### src/rtl/load_store_unit.sv
// load_store_unit: MEM-stage load/store front end for a word-only memory (req_* in, ld_data/ld_valid/req_err/stall out, MemRead/MemWrite/mem_addr/mem_wdata/mem_rdata to memory)
module load_store_unit #(
  parameter int ADR_WIDTH  = 32,
  parameter int DATA_WIDTH = 32
) (
  input  logic                  clk,
  input  logic                  rst,
  input  logic                  req_read,
  input  logic                  req_write,
  input  logic [1:0]            req_size,
  input  logic                  req_signed,
  input  logic [ADR_WIDTH-1:0]  req_addr,
  input  logic [DATA_WIDTH-1:0] req_wdata,
  output logic                  stall,
  output logic [DATA_WIDTH-1:0] ld_data,
  output logic                  ld_valid,
  output logic                  req_err,
  output logic                  MemRead,
  output logic                  MemWrite,
  output logic [ADR_WIDTH-1:0]  mem_addr,
  output logic [DATA_WIDTH-1:0] mem_wdata,
  input  logic [DATA_WIDTH-1:0] mem_rdata
);
  typedef enum logic {IDLE, RMW_WR} state_t;
  state_t state, state_nx;
  logic [ADR_WIDTH-1:0] rmw_addr;
  logic [DATA_WIDTH-1:0] rmw_word, ld_ext, merged, bmask, hmask;
  logic [7:0] byte_l;
  logic [15:0] half_l;
  logic [4:0] bsh, hsh;
  logic idle, any, aligned, legal, ld, sw, sub, err;
  assign idle    = state == IDLE;
  assign any     = req_read | req_write;
  assign aligned = req_size == 2'b00 || (req_size == 2'b01 && !req_addr[0]) ||
                   (req_size == 2'b10 && req_addr[1:0] == 2'b00);
  assign legal   = (req_read ^ req_write) && aligned;
  assign ld      = idle && legal && req_read;
  assign sw      = idle && legal && req_write && req_size == 2'b10;
  assign sub     = idle && legal && req_write && req_size != 2'b10;
  assign err     = idle && any && !legal;
  assign bsh     = {req_addr[1:0], 3'b000};
  assign hsh     = {req_addr[1], 4'b0000};
  assign byte_l  = mem_rdata[bsh +: 8];
  assign half_l  = mem_rdata[hsh +: 16];
  assign bmask   = {{(DATA_WIDTH-8){1'b0}}, 8'hFF} << bsh;
  assign hmask   = {{(DATA_WIDTH-16){1'b0}}, 16'hFFFF} << hsh;
  always_comb begin
    ld_ext    = req_size == 2'b00 ? {{(DATA_WIDTH-8){req_signed & byte_l[7]}}, byte_l} :
                req_size == 2'b01 ? {{(DATA_WIDTH-16){req_signed & half_l[15]}}, half_l} : mem_rdata;
    merged    = req_size == 2'b00 ?
                (mem_rdata & ~bmask) | ({{(DATA_WIDTH-8){1'b0}}, req_wdata[7:0]} << bsh) :
                (mem_rdata & ~hmask) | ({{(DATA_WIDTH-16){1'b0}}, req_wdata[15:0]} << hsh);
    MemRead   = ld | sub;
    MemWrite  = !idle | sw;
    mem_addr  = idle ? req_addr : rmw_addr;
    mem_wdata = !idle ? rmw_word : sw ? req_wdata : '0;
    stall     = sub;
    state_nx  = sub ? RMW_WR : IDLE;
  end
  always_ff @(posedge clk) begin
    if (rst) begin
      state    <= IDLE;
      ld_data  <= '0;
      ld_valid <= 1'b0;
      req_err  <= 1'b0;
      rmw_addr <= '0;
      rmw_word <= '0;
    end else begin
      state    <= state_nx;
      ld_valid <= ld;
      req_err  <= err;
      if (ld) ld_data <= ld_ext;
      if (sub) begin
        rmw_addr <= req_addr;
        rmw_word <= merged;
      end
    end
  end
endmodule

### config.mk
export PLATFORM = sky130hd
export DESIGN_NAME = load_store_unit
export DESIGN_NICKNAME = d
export VERILOG_FILES = /design/src/rtl/load_store_unit.sv
export SDC_FILE = /design/constraint.sdc
export NUM_CORES = 1
export LEC_CHECK = 0
export ABC_AREA = 1
export BUFFER_PORTS_ARGS = -buffer_cell sky130_fd_sc_hd__buf_2
export CAP_MARGIN = 15
export CORE_MARGIN = 4
export CORE_UTILIZATION = 38
export CTS_CLUSTER_DIAMETER = 80
export CTS_CLUSTER_SIZE = 16
export DETAILED_ROUTE_END_ITERATION = 10
export HOLD_SLACK_MARGIN = 0.08
export RECOVER_POWER = 100
export SYNTH_ARGS = -nofsm -noshare
export SYNTH_HDL_FRONTEND = slang
export SYNTH_SLANG_ARGS = --single-unit
### constraint.sdc
create_clock -name clk -period 1.7 [get_ports clk]
set_input_delay 0.085 -clock clk [delete_from_list [all_inputs] [get_ports clk]]
set_output_delay 0.085 -clock clk [all_outputs]
set_load 0.01 [all_outputs]
==> impl_results.md, run 1 <==
- Outcome: finished, final reports clean
- Total grt overflow: 0
- Overall routed net length: 23860 um
- Worst setup EP type: output pin
- Final nets: 1455
- RD Place Congestion: 0.9431
- Largest net degree at the start of global routing: 65
- Setup Total Neg Slack: 0 ns
- Vias in the first global route: 6892
- Detailed Route Iter0 Violations: 663
- Ant diodes: 0
- Top cell type's share of synthesized area: 30.47%
- Post-Syn Area: 6505 um2
- Die span in x: 138.8 um
- Worst VDD drop: 0.0005635 V
- Clock latency on the worst-skew pair: 0.35 ns
- WP data required: 1.62 ns
- FF+latch count, synth: 99
- Port Buf Inserts: 203
- Crit-path max FO: 20
- Post-synth cell types: 26
- Die height: 138.8 um
- Cell count after synthesis: 1148
- Rows: 47
- Worst setup margin: 0.08628 ns
- Sw power: 1952 uW
- Via count: 7789
- Pint: 4151 uW
- Critical Path Start Type: flip-flop
- Share of layout cells above drive strength 1: 17.48%
- Drt first pass iters: 5
- Antenna Nets Post-Route: 0
- Avg Inst Size Synth: 5.666 um2
- Slew HR: 70.43%
- Fill count: 1849
- Fmax: 619.7 MHz
- Worst Tran Pin Value: 0.4424 ns
- GRT Total Usage: 23.78%
- Min-delay worst type: primary input to flip-flop
- Die area: 19280 um2
- Initial Util: 38.95%
- Via/cell ratio: 4.942
- # IOs: 204
- Initial antenna violation count: 1
- Post-route DRC: 0
- Area growth syn-to-layout: 29.20%
- Leak: 0.004245 uW
- Clock slew at reported path FFs: 0.07 ns
- Core area: 16700 um2
- Setup bufs post-CTS: 0
- Slew Viols, Final: 0
- Maxcap violations: 0
- Final number of setup-violating endpoints: 0
- Setup CP Type: flip-flop to output pin
- Combinational share of power: 24.0%
- Clock skew: 0.008067 ns
- Min Tclk post-route: 1.614 ns
- WL/cell: 15.14 um
- Syn Nets: 1252
- Period utilisation layout: 94.92%
- Root buf cell: clkbuf_16
- CTS tree: yes
- Post-DP HPWL: 17200 um
- H-tree depth: 3
- Pwr dens: 726.3 nW/um2
- Clock network fraction of total power: 35.0%
- Fin. Hold Viols: 0
- Sequential share of power: 41.0%
- Ys Warns: 0
- RSZ-0062 raised after global routing: false
- Worst Path Arrival: 1.53 ns
- Sequential-to-total area share from yosys stat: 30.47%
- Most area-consuming cells after synthesis: dfxtp_1 30%, nand2_1 16%, nor2_1 14%
- Post-place setup slack: 0.1143 ns
- CTS Buf Count: 9
- Clock Path Buffers: 2
- Switch share: 31.99%
- Area leader, netlist: dfxtp_1
- First-pass GRT wire length: 37520 um
- Clock sinks: 99
- Final Power: 6104 uW
power by group through the flow:
stage	sequential, uW	clock, uW	combinational [uW]
floorplan	2570	0	812
global placement	2550	0	1400
detailed placement	2550	0	1400
CTS	2500	2200	1460
global route	2520	2290	1640
finish	2500	2140	1460
layout make-up:
type | instances | area (um2) | area share, %
Clock buffer | 10 | 229.0 | 2.724
Tap cell | 220 | 275.3 | 3.275
Inverter | 145 | 544.3 | 6.476
Timing Repair Buffer | 273 | 1694 | 20.16
Clock inverter | 6 | 71.32 | 0.8486
Multi-Input combinational cell | 823 | 3607 | 42.92
Sequential cell | 99 | 1983 | 23.60
state kept, by name (all words and copies together), names as in the netlist:
register / count
ld_data: 32
ld_valid: 1
req_err: 1
rmw_addr: 32
rmw_word: 32
state: 1
cells in the final DEF (no fill, tap or decap), types with 2 or more instances in the layout:
cell	instances
buf_2	156
o21ai_1	17
clkbuf_16	9
o211ai_1	4
o22ai_1	11
inv_2	6
nor2_4	2
dlygate4sd3_1	31
nand4_1	60
buf_12	9
nand2_1	278
nand3_1	15
buf_4	26
nor2_1	245
inv_1	138
dfxtp_1	98
o21ai_0	155
clkbuf_2	11
nand2_2	3
buf_6	3
clkbuf_1	38
nand3_2	2
a21oi_1	26
repair_timing:
item                                    4_1_cts  5_1_grt
hold endpoints to repair                     33        0
endpoints found under the setup margin        0       35
hold buffers                                 31        0
gates resized for setup                       0        3
synthesized netlist by cell type:
library cell and count:
inv_1 138, o21ai_0 164, o211ai_1 4, buf_6 3
o21ai_1 8, nor2_4 1, clkinv_1 2, nor2_1 244
nand2_2 3, buf_4 6, nand3_1 15, buf_2 20
nand4_1 60, nand2_1 278, nor3_1 1, clkbuf_1 45
ha_1 1, nand3_2 2, o22ai_1 11, inv_2 5
nor2_2 3, nor3_2 1, o21ai_2 1, a21oi_1 26
buf_1 7, dfxtp_1 99
worst paths after layout:
kind / start / slack (ns) / depth (start not counted) / endpoint
hold reg to reg: rmw_addr[12] / 0.48 / 2 / rmw_addr[12]
setup / recovery: state / 0.09 / 6 / mem_wdata[28]
setup reg to reg: state / 0.43 / 6 / rmw_word[11]
hold / removal: mem_rdata[23] / 0.18 / 5 / ld_data[7]
worst max-delay path: stages (launching register included):
cell and delay (ns):
dfxtp_2 0.36, nor2_4 0.13, buf_6 0.14, buf_6 0.21, nand4_1 0.10, o21ai_0 0.10
buf_2 0.15
cells by family after synthesis:
logic type	synth area share, %
flip-flops	30.47
adder cells (fa/ha/maj)	0.1923
buffers and inverters	14.12
AO/OA/AOI/OAI	16.89
AND/OR/NAND/NOR	38.33
metal layers:
metal	vias up	track usage (%)	share of wire (%)
met5	-	0	0.054
met2	288	36.54	45
met4	2	8.651	2.8
li1	4016	-	-
met3	39	4.828	7.7
met1	3444	33.07	45
through the flow:
stage	util [%]	hold slack [ns]	std cells	area, um2
6_report	50.32	0.1828	1576	8404
5_1_grt	50.32	0.2042	1576	8404
4_1_cts	50.52	0.1745	1575	8437
3_5_place_dp	46.86	0.3115	1528	7826
3_3_place_gp	46.86	0.3149	1528	7826
2_1_floorplan	-	0.1574	1148	6507
Note: power is estimated with default switching activity, not from simulation.
==> run 2: changes to the inputs <==
--- a/config.mk
+++ b/config.mk
@@ -10,11 +10,13 @@
 export CAP_MARGIN = 15
 export CORE_MARGIN = 4
 export CORE_UTILIZATION = 38
-export CTS_CLUSTER_DIAMETER = 80
+export CTS_CLUSTER_DIAMETER = 40
 export CTS_CLUSTER_SIZE = 16
 export DETAILED_ROUTE_END_ITERATION = 10
 export HOLD_SLACK_MARGIN = 0.08
 export RECOVER_POWER = 100
+export REMOVE_ABC_BUFFERS = 1
+export SLEW_MARGIN = 20
 export SYNTH_ARGS = -nofsm -noshare
 export SYNTH_HDL_FRONTEND = slang
 export SYNTH_SLANG_ARGS = --single-unit
==> impl_results.md, run 2 (same netlist as run 1, synthesis figures left out) <==
- Max incr delay on CP: 0.38 ns (+0.02 ns)
- Setup CP Type: flip-flop to output pin
- Worst Path Arrival: 1.57 ns (+0.04 ns)
- Most frequent cells in the layout: 278 x nand2_1, 244 x nor2_1, 169 x buf_2
- Fmax: 603.8 MHz (-2.6%)
- Die height: 138.8 um (unchanged)
- Final core utilization: 51.39% (+1.1 points)
- GRT Total Usage: 22.41% (-1.4 points)
- Initial Util: 38.95% (unchanged)
- Final Power: 6325 uW (+3.6%)
- Port Buf Inserts: 203 (unchanged)
- Clock sinks: 99 (unchanged)
- Reg2reg path depth: 6 (unchanged)
- Worst R2R Start: state
- RD Place Congestion: 0.9092 (-3.6%)
- Slowest cell on crit path: dfxtp_4
- Clock latency on the worst-skew pair: 0.35 ns (about the same)
- WL/cell: 14.42 um (-4.8%)
- Crit path cell chain: nor2_4 -> buf_8 -> clkbuf_16 -> nand4_1 -> o21ai_0 -> buf_2
- Total grt overflow: 0 (unchanged)
- Root buf cell: clkbuf_16
- Final nets: 1465 (+0.69%)
- Share of layout cells above drive strength 1: 18.52% (+1.0 points)
- Critical Path Start Type: flip-flop
- Pwr dens: 737.0 nW/um2 (+1.5%)
- Outcome: finished, final reports clean
- Largest net degree at the start of global routing: 97 (+49%)
- Reg-to-reg endpoint: rmw_word[6]
- WP data required: 1.62 ns (about the same)
- Critical Path End: mem_wdata[24]
- Fill count: 1869 (+1.1%)
- Critical path launch point: state
- Die span in x: 138.8 um (unchanged)
- Slew HR: 62.43% (-8.0 points)
- # IOs: 204 (unchanged)
- Fin. Hold Viols: 0 (unchanged)
- Delay-heaviest family, CP: buffers and inverters
- Period utilisation layout: 97.42% (+2.5 points)
- Min-delay worst type: primary input to flip-flop
- Core area: 16700 um2 (unchanged)
- Detailed Route Iter0 Violations: 523 (-21%)
- H-tree depth: 3 (unchanged)
- Leak: 0.004346 uW (+2.4%)
- Die area: 19280 um2 (unchanged)
- Crit-path max FO: 8 (-60%)
- Worst setup EP type: output pin
- CTS tree: yes
- Final number of setup-violating endpoints: 0 (unchanged)
- Clock skew: 0.005504 ns (-0.002563 ns)
- Via/cell ratio: 5.033 (+1.8%)
- Hold slack: 0.1169 ns (-0.06591 ns)
- Worst hold path cell count: 5 (unchanged)
- Drt first pass iters: 5 (unchanged)
- Regs by FF count: ld_data (32), rmw_addr (32), rmw_word (32)
- Area growth syn-to-layout: 31.93%
- Vias in the first global route: 7302 (+5.9%)
- Worst VDD drop: 0.0005410 V (-4.0%)
- Clock slew at reported path FFs: 0.07 ns (about the same)
- Via count: 7988 (+2.6%)
- Slew Viols, Final: 0 (unchanged)
- Commonest non-fill, non-tap cell in the layout: nand2_1
- Min Tclk post-route: 1.656 ns (+0.04239 ns)
- Buf/Inv on CP: 3 (unchanged)
- Clock Path Buffers: 2 (unchanged)
- Overall routed net length: 22880 um (-4.1%)
- RSZ-0062 raised after global routing: true
- Worst Tran Pin Value: 0.5629 ns (+0.1204 ns)
- Antenna Nets Post-Route: 0 (unchanged)
- Post-route DRC: 0 (unchanged)
- R2R setup slack: 0.27 ns (-0.16 ns)
- Maxcap violations: 0 (unchanged)
- Rows: 47 (unchanged)
- CTS Buf Count: 9 (unchanged)
- First-pass GRT wire length: 36240 um (-3.4%)
- Initial antenna violation count: 1 (unchanged)
- Crit. path cell count: 6 (unchanged)
- Post-DP HPWL: 15860 um (-7.8%)
-- run 2: worst reg2reg max path, cell delays in order (launching register included) --
cell	delay (ns)
dfxtp_4	0.41
clkinvlp_4	0.13
nand4_1	0.14
buf_4	0.41
nand2_1	0.12
nand2_1	0.08
nor2_1	0.04
-- run 2: power by group --
part           internal, uW  switching [uW]  total, uW
Sequential             2450            55.4       2500
Clock                  1350             991       2340
Combinational           585             897       1480
-- run 2: what timing repair did --
action	4_1_cts	5_1_grt
pin swaps	0	2
hold buffers	31	0
cloned	0	2
setup buffers	0	9
setup endpoints to repair	23	38
gates resized for setup	4	20
endpoints found under the hold margin	33	0
-- run 2: metrics by stage --
step	cell area (um2)	setup TNS [ns]	setup WS, ns	cells
final	8582	0	0.04389	1587
after global routing	8582	-0.2635	-0.04414	1587
after CTS	8476	-0.04302	-0.04302	1575
after detailed placement	7814	0	0.01949	1528
after global placement	7814	0	0.06900	1528
after floorplan	6131	-196.95	-2.031	1067
-- run 2: how the worst min path moves through the flow --
| stage | end | startpoint |
|---|---|---|
| after floorplan | ld_valid | rst |
| after global placement | state | rst |
| after detailed placement | state | rst |
| after CTS | ld_data[22] | mem_rdata[22] |
| after global routing | ld_data[7] | mem_rdata[23] |
| final | ld_data[22] | mem_rdata[22] |
-- run 2: layout make-up --
cell class | instances | area, um2 | area share [%]
multi-input cells | 823 | 3617 | 42.15
repair buffers | 283 | 1821 | 21.21
inverters | 145 | 548.0 | 6.386
clock inverters | 6 | 93.84 | 1.093
well taps | 220 | 275.3 | 3.207
clock buffers | 10 | 239.0 | 2.785
flip-flops and latches | 99 | 1986 | 23.14
diodes | 1 | 2.502 | 0.02916
-- run 2: layer usage --
layer  track usage, %  part of all wire (%)  up-vias
met5                0                     0        -
met2            37.92                    47      252
li1                 -                     -     4049
met3            2.966                   5.7       34
met4            7.570                   2.3        0
met1            29.51                    45     3653
